`src/rtl/alu_res_station.sv`:
```
// ----------------------------------------------------------------------------
// alu_res_station
//
// Age-ordered reservation station for the ALU. It holds up to DEPTH
// dispatched instructions, captures missing operands from the result
// broadcast bus (CDB), and feeds the oldest fully-ready entry into a
// registered issue slot that the execute stage drains.
//
// Ports
//   clk, rst_n            rising-edge clock, asynchronous active-low reset
//   flush                 synchronous clear of all entries and the issue slot
//   dp_valid / dp_ready   dispatch handshake (dp_ready = an entry is free)
//   dp_rs_* / dp_rt_*     operand ready bit, producer tag and value
//   dp_dst_tag            ROB tag of the result
//   dp_instr, dp_pc_1     instruction word and PC+1, carried to issue
//   dp_ctrl               {ldic, isSignEx, immed, alu_ctrl[3:0], isJump, isJR}
//   cdb_valid/tag/data    result broadcast used for operand wakeup
//   iss_valid / iss_stall issue handshake; consumed when valid and not stalled
//   iss_*                 registered contents of the issued entry
// ----------------------------------------------------------------------------
module alu_res_station #(
    parameter int DEPTH = 4,
    parameter int TAGW  = 6
) (
    input  logic            clk,
    input  logic            rst_n,
    input  logic            flush,
    input  logic            dp_valid,
    output logic            dp_ready,
    input  logic            dp_rs_rdy,
    input  logic            dp_rt_rdy,
    input  logic [TAGW-1:0] dp_rs_tag,
    input  logic [TAGW-1:0] dp_rt_tag,
    input  logic [31:0]     dp_rs_val,
    input  logic [31:0]     dp_rt_val,
    input  logic [TAGW-1:0] dp_dst_tag,
    input  logic [31:0]     dp_instr,
    input  logic [31:0]     dp_pc_1,
    input  logic [8:0]      dp_ctrl,
    input  logic            cdb_valid,
    input  logic [TAGW-1:0] cdb_tag,
    input  logic [31:0]     cdb_data,
    output logic            iss_valid,
    input  logic            iss_stall,
    output logic [31:0]     iss_rs_data,
    output logic [31:0]     iss_rt_data,
    output logic [31:0]     iss_pc_1,
    output logic [31:0]     iss_instr,
    output logic [8:0]      iss_ctrl,
    output logic [TAGW-1:0] iss_dst_tag
);

    localparam int IW = $clog2(DEPTH);
    localparam int CW = $clog2(DEPTH + 1);

    typedef struct packed {
        logic            rs_rdy;
        logic            rt_rdy;
        logic [TAGW-1:0] rs_tag;
        logic [TAGW-1:0] rt_tag;
        logic [31:0]     rs_val;
        logic [31:0]     rt_val;
        logic [TAGW-1:0] dst_tag;
        logic [31:0]     instr;
        logic [31:0]     pc_1;
        logic [8:0]      ctrl;
    } entry_t;

    // Registered station state
    entry_t           ent_q [DEPTH];
    logic [DEPTH-1:0] vld_q;
    logic [CW-1:0]    count_q;

    // Next-state
    entry_t           ent_d [DEPTH];
    logic [DEPTH-1:0] vld_d;
    logic [CW-1:0]    count_d;

    // Entries after wakeup, extended by one empty slot so the shift can read
    // index i+1 uniformly.
    entry_t           woken [DEPTH+1];
    logic [DEPTH:0]   vld_ext;

    logic             sel_found;
    logic [IW-1:0]    sel_idx;
    logic             iss_load;
    logic             iss_take;
    logic             dp_accept;
    entry_t           dp_entry;

    assign dp_ready  = (count_q < CW'(DEPTH));
    assign dp_accept = dp_valid && dp_ready && !flush;
    assign iss_take  = iss_valid && !iss_stall;
    // The slot can accept a new entry when it is empty or drains this edge.
    assign iss_load  = sel_found && (!iss_valid || !iss_stall) && !flush;

    // Oldest ready entry, from registered state only. Scanning from the top
    // down lets the lowest index overwrite any higher match.
    always_comb begin
        // NOTE: every combinational output gets a default before any branch,
        // otherwise a path that skips the assignment infers a latch.
        sel_found = 1'b0;
        sel_idx   = '0;
        for (int i = DEPTH - 1; i >= 0; i--) begin
            if (vld_q[i] && ent_q[i].rs_rdy && ent_q[i].rt_rdy) begin
                sel_found = 1'b1;
                sel_idx   = IW'(i);
            end
        end
    end

    // New entry, with same-cycle CDB bypass for pending operands.
    always_comb begin
        dp_entry.rs_rdy  = dp_rs_rdy;
        dp_entry.rt_rdy  = dp_rt_rdy;
        dp_entry.rs_tag  = dp_rs_tag;
        dp_entry.rt_tag  = dp_rt_tag;
        dp_entry.rs_val  = dp_rs_val;
        dp_entry.rt_val  = dp_rt_val;
        dp_entry.dst_tag = dp_dst_tag;
        dp_entry.instr   = dp_instr;
        dp_entry.pc_1    = dp_pc_1;
        dp_entry.ctrl    = dp_ctrl;
        if (!dp_rs_rdy && cdb_valid && (cdb_tag == dp_rs_tag)) begin
            dp_entry.rs_rdy = 1'b1;
            dp_entry.rs_val = cdb_data;
        end
        if (!dp_rt_rdy && cdb_valid && (cdb_tag == dp_rt_tag)) begin
            dp_entry.rt_rdy = 1'b1;
            dp_entry.rt_val = cdb_data;
        end
    end

    // Wakeup, then collapse over the issued entry, then append the dispatch.
    // Doing the wakeup first means a shifted entry carries the captured value.
    always_comb begin
        // NOTE: blocking assignments here build the next-state in stages;
        // the flops below are the only place state is updated, with <=.
        for (int i = 0; i < DEPTH; i++) begin
            woken[i] = ent_q[i];
            if (vld_q[i] && cdb_valid) begin
                if (!ent_q[i].rs_rdy && (ent_q[i].rs_tag == cdb_tag)) begin
                    woken[i].rs_rdy = 1'b1;
                    woken[i].rs_val = cdb_data;
                end
                if (!ent_q[i].rt_rdy && (ent_q[i].rt_tag == cdb_tag)) begin
                    woken[i].rt_rdy = 1'b1;
                    woken[i].rt_val = cdb_data;
                end
            end
        end
        woken[DEPTH] = '0;
        vld_ext      = {1'b0, vld_q};

        count_d = count_q;
        vld_d   = vld_q;
        for (int i = 0; i < DEPTH; i++) begin
            ent_d[i] = woken[i];
        end

        if (iss_load) begin
            for (int i = 0; i < DEPTH; i++) begin
                if (IW'(i) >= sel_idx) begin
                    ent_d[i] = woken[i+1];
                    vld_d[i] = vld_ext[i+1];
                end
            end
            count_d = count_q - CW'(1);
        end

        if (dp_accept) begin
            for (int i = 0; i < DEPTH; i++) begin
                if (CW'(i) == count_d) begin
                    ent_d[i] = dp_entry;
                    vld_d[i] = 1'b1;
                end
            end
            count_d = count_d + CW'(1);
        end

        if (flush) begin
            vld_d   = '0;
            count_d = '0;
        end
    end

    always_ff @(posedge clk or negedge rst_n) begin
        if (!rst_n) begin
            vld_q   <= '0;
            count_q <= '0;
        end else begin
            vld_q   <= vld_d;
            count_q <= count_d;
        end
    end

    // NOTE: entry payload has no reset; its valid bit gates every use, so
    // resetting the wide storage would only cost reset routing.
    always_ff @(posedge clk) begin
        for (int i = 0; i < DEPTH; i++) begin
            ent_q[i] <= ent_d[i];
        end
    end

    // Issue slot. Holds while stalled; clears when drained with nothing new.
    always_ff @(posedge clk or negedge rst_n) begin
        if (!rst_n) begin
            iss_valid   <= 1'b0;
            iss_rs_data <= '0;
            iss_rt_data <= '0;
            iss_pc_1    <= '0;
            iss_instr   <= '0;
            iss_ctrl    <= '0;
            iss_dst_tag <= '0;
        end else if (flush) begin
            iss_valid <= 1'b0;
        end else if (iss_load) begin
            iss_valid   <= 1'b1;
            iss_rs_data <= ent_q[sel_idx].rs_val;
            iss_rt_data <= ent_q[sel_idx].rt_val;
            iss_pc_1    <= ent_q[sel_idx].pc_1;
            iss_instr   <= ent_q[sel_idx].instr;
            iss_ctrl    <= ent_q[sel_idx].ctrl;
            iss_dst_tag <= ent_q[sel_idx].dst_tag;
        end else if (iss_take) begin
            iss_valid <= 1'b0;
        end
    end

endmodule

```
`config.mk`:
```
export PLATFORM = sky130hd
export DESIGN_NAME = alu_res_station
export DESIGN_NICKNAME = d
export VERILOG_FILES = /design/src/rtl/alu_res_station.sv
export SDC_FILE = /design/constraint.sdc
export NUM_CORES = 2
export LEC_CHECK = 0
export ABC_CLOCK_PERIOD_IN_PS = 3300
export BUFFER_PORTS_ARGS = -buffer_cell sky130_fd_sc_hd__buf_2
export CAP_MARGIN = 20
export CORE_MARGIN = 1.5
export CORE_UTILIZATION = 37
export CTS_CLUSTER_SIZE = 20
export DETAILED_ROUTE_END_ITERATION = 10
export PLACE_DENSITY = 0.62
export SLEW_MARGIN = 20
export SYNTH_ARGS = -nofsm -noshare
export SYNTH_HDL_FRONTEND = slang
export SYNTH_SLANG_ARGS = --single-unit
```
`constraint.sdc`:
```
create_clock -name clk -period 3.3 [get_ports clk]
set_input_delay 0.66 -clock clk [delete_from_list [all_inputs] [get_ports clk]]
set_output_delay 0.66 -clock clk [all_outputs]
set_load 0.02 [all_outputs]
```
==> summary.md <==
| Metric | Value |
|---|---|
| Status | completed |
| Area of the die | 0.102 mm^2 |
| CTS tree | built |
| Area Growth Syn to Fin | 16.6% |
| First-pass GRT wire length | 188 mm |
| Setup CP Type | flop to flop |
| Initial Utilization | 0.374 |
| Relative slew slack | 0.364 |
| Worst min path class | primary input to flop |
| Fraction of layout cells with a size suffix above 1 | 0.153 |
| Vias in the first global route | 31,000 |
| Routed Antenna Nets | 0 |
| CP max stage delay | 0.49 ns |
| Clk pin slew, worst setup/hold paths | 0.06 ns |
| Register area share after synthesis | 0.443 |
| CTS max path bufs | 3 |
| Global Route Usage Sum | 0.233 |
| Critical path startpoint category | flop |
| Fin crit period | 2.87 ns |
| RSZ-0062 raised after global routing | no |
| Post-synth EDFFs | 0 |
| Synthesized instance count | 4,100 |
| Final setup violation count | 0 |
| CTS Sinks | 779 |
| DR vias/cell | 5.74 |
| Initial DRC count | 2,837 |
| Tot Pwr | 41.4 mW |
| Async set-reset flop share out of synthesis | 0.194 |
| Syn_nets | 4,305 |
| Required @ worst endpoint | 3.90 ns |
| Worst vdd ir | 0.500 mV |
| Htree depth | 3 |
| Power per cell area | 963 mW/mm^2 |
| GR Overflow Total | 0 |
| Slowest stage cell, crit path | dfxtp_1 |
| Worst-Margin Slew | 0.952 ns |
| R2R Setup Slk | 0.43 ns |
| Max Fclk | 0.348 GHz |
| Worst R2R Path Depth | 11 |
| Latest clock arrival within the worst-skew pair | 0.69 ns |
| Hold Path Depth | 3 |
| Initial antenna violation count | 22 |
| CP endpoint kind | flop |
| Worst-path fanout max | 61 |
| PortBufs | 345 |
| Netlist cell types | 57 |
| Leading cell type in the layout, fill and taps excluded | nand2_1 |
| R2r endpoint | ent_q[2][46] |
| Drt drc | 0 |
| Top-Level Pins | 346 |
| Most frequent cells in the layout | nand2_1 (800), dfxtp_1 (628), mux2i_1 (509), buf_2 (344), nor2_1 (261) |
| Synth Warn # | 0 |
| Hold Path End | ent_q[3][54] |
| Worst EP arrival | 3.47 ns |
| Placer congestion estimate | 0.831 |
| Final HPWL DP | 71.5 mm |
| Clock Skew | 0.0331 ns |
| Fin crit share | 0.870 |
| DIE WIDTH | 319 um |
| Hold Startpoint | dp_instr[13] |
| Largest net degree at the start of global routing | 200 |
| Number of CTS-inserted buffers | 88 |
| Core area | 0.0986 mm^2 |
| Vias post-DR | 32,100 |
| Synth Flop Type | dfxtp_1 |
| Wire per inst | 21.8 um |
| Die Span Y | 319 um |
| Synthesized cell area | 0.0369 mm^2 |
| Critical path's top delay family | buffers and inverters |
| Total Nets Final | 4,434 |
| Static Leak | 20.6 nW |
| Row cnt | 115 |
| TritonRoute pass-1 iters | 5 |
| Setup TNS | 0 ns |
| Slew Limit Fails | 0 |
| Root Driver | clkbuf_16 |
| Max Cap Violations | 0 |
| Crit path buffers/inverters | 3 |
| Critical path cell sequence | nand3_1 -> nand2_1 -> o21a_1 -> xnor2_1 -> inv_1 -> ha_1 -> nand3_4 -> buf_12 -> buf_4 -> nor2_1 -> a31oi_1 |
| Syn Area/Cell | 9.00 um^2 |
| Hold Vio Cnt, Final | 0 |
| R2r startpoint | ent_q[2][155] |
| Synth Register Bits | 779 |
| Final WL | 122 mm |
-- final cells by class --
type | instances | area (um^2)
antenna | 8 | 20.0
clock buffer | 137 | 2500
clock inverter | 29 | 458
fill | 9486 | 55600
inverter | 6 | 22.5
multi-input combinational | 2917 | 19000
sequential | 779 | 16400
tap | 1287 | 1610
timing repair buffer | 437 | 3050
-- registers in the layout, summed over array words and instances, names as in the netlist --
register / flops
count_q: 3
ent_q: 628
iss_ctrl: 9
iss_dst_tag: 6
iss_instr: 32
iss_pc_1: 32
iss_rs_data: 32
iss_rt_data: 32
iss_valid: 1
vld_q: 4
-- cells in the mapped netlist, types with 10 or more instances --
library cell	n	share of area
a221o_1	32	0.0087
a31oi_1	183	0.031
a32o_1	32	0.0087
buf_1	37	0.0038
buf_2	100	0.014
buf_4	17	0.0035
clkbuf_1	238	0.024
dfrtp_1	151	0.10
dfxtp_1	628	0.34
mux2_2	63	0.019
mux2i_1	512	0.14
nand2_1	802	0.082
nand2b_1	31	0.0053
nand3_1	165	0.022
nor2_1	262	0.027
nor3_1	10	0.0014
o211ai_1	65	0.013
o21a_1	33	0.0067
o21ai_0	218	0.030
o221ai_1	175	0.042
o22ai_1	32	0.0054
o31ai_1	34	0.0069
o32a_1	64	0.017
o32ai_1	34	0.0081
or3_1	35	0.0059
xnor2_1	42	0.010
xor2_1	20	0.0047
-- through the flow --
stage / setup slack, ns / cell area, um^2 / std cells / utilization / hold slack [ns]
6_report: 0.429 / 43000 / 5600 / 0.436 / 0.220
5_1_grt: 0.132 / 43000 / 5597 / 0.436 / 0.209
4_1_cts: 0.426 / 43000 / 5591 / 0.436 / 0.185
3_5_place_dp: 0.256 / 40000 / 5424 / 0.406 / 0.459
3_3_place_gp: 0.314 / 40000 / 5424 / 0.406 / 0.456
2_1_floorplan: 0.688 / 36900 / 4100 / - / 0.364
-- tightest hold or removal path, cell delays in order --
cell	delay (ns)
buf_2	0.11
nand2_1	0.05
nand2_1	0.04
-- where the power goes --
part,switching [mW],internal (mW)
Combinational,7.26,6.47
Sequential,3.29,14.3
Clock,4.20,5.90
Total,14.8,26.6
-- routing by layer --
layer / GRT usage / part of all wire / vias to the layer above
met2: 0.377 / 0.47 / 1147
met1: 0.310 / 0.43 / 15600
met4: 0.0876 / 0.031 / 28
li1: - / - / 15100
met3: 0.0425 / 0.070 / 226
met5: 0 / 0.0015 / -
-- worst max-delay path by stage --
stage	startpoint	end	slack (ns)	cells past startpoint
4_1_cts	ent_q[2][155]	ent_q[2][42]	0.43	11
2_1_floorplan	iss_stall	ent_q[2][80]	0.69	10
6_report	ent_q[2][155]	ent_q[2][46]	0.43	11
5_1_grt	ent_q[2][155]	ent_q[2][40]	0.13	11
3_3_place_gp	cdb_tag[3]	ent_q[2][110]	0.31	7
3_5_place_dp	cdb_tag[3]	ent_q[0][93]	0.26	9
-- cell families after synthesis --
family	share of synthesized area
compound gates	0.182
xor+xnor	0.0147
fa+ha+maj	0.00136
buf+inv	0.0474
flops	0.443
mux	0.161
simple gates	0.151
-- what timing repair did --
action                                 in CTS  in global routing
hold buffers                                1                  0
setup buffers                               0                  0
resized for setup                           0                  0
endpoints found under the hold margin      44                  0
No activity file was read; power rests on OpenSTA's default activity.
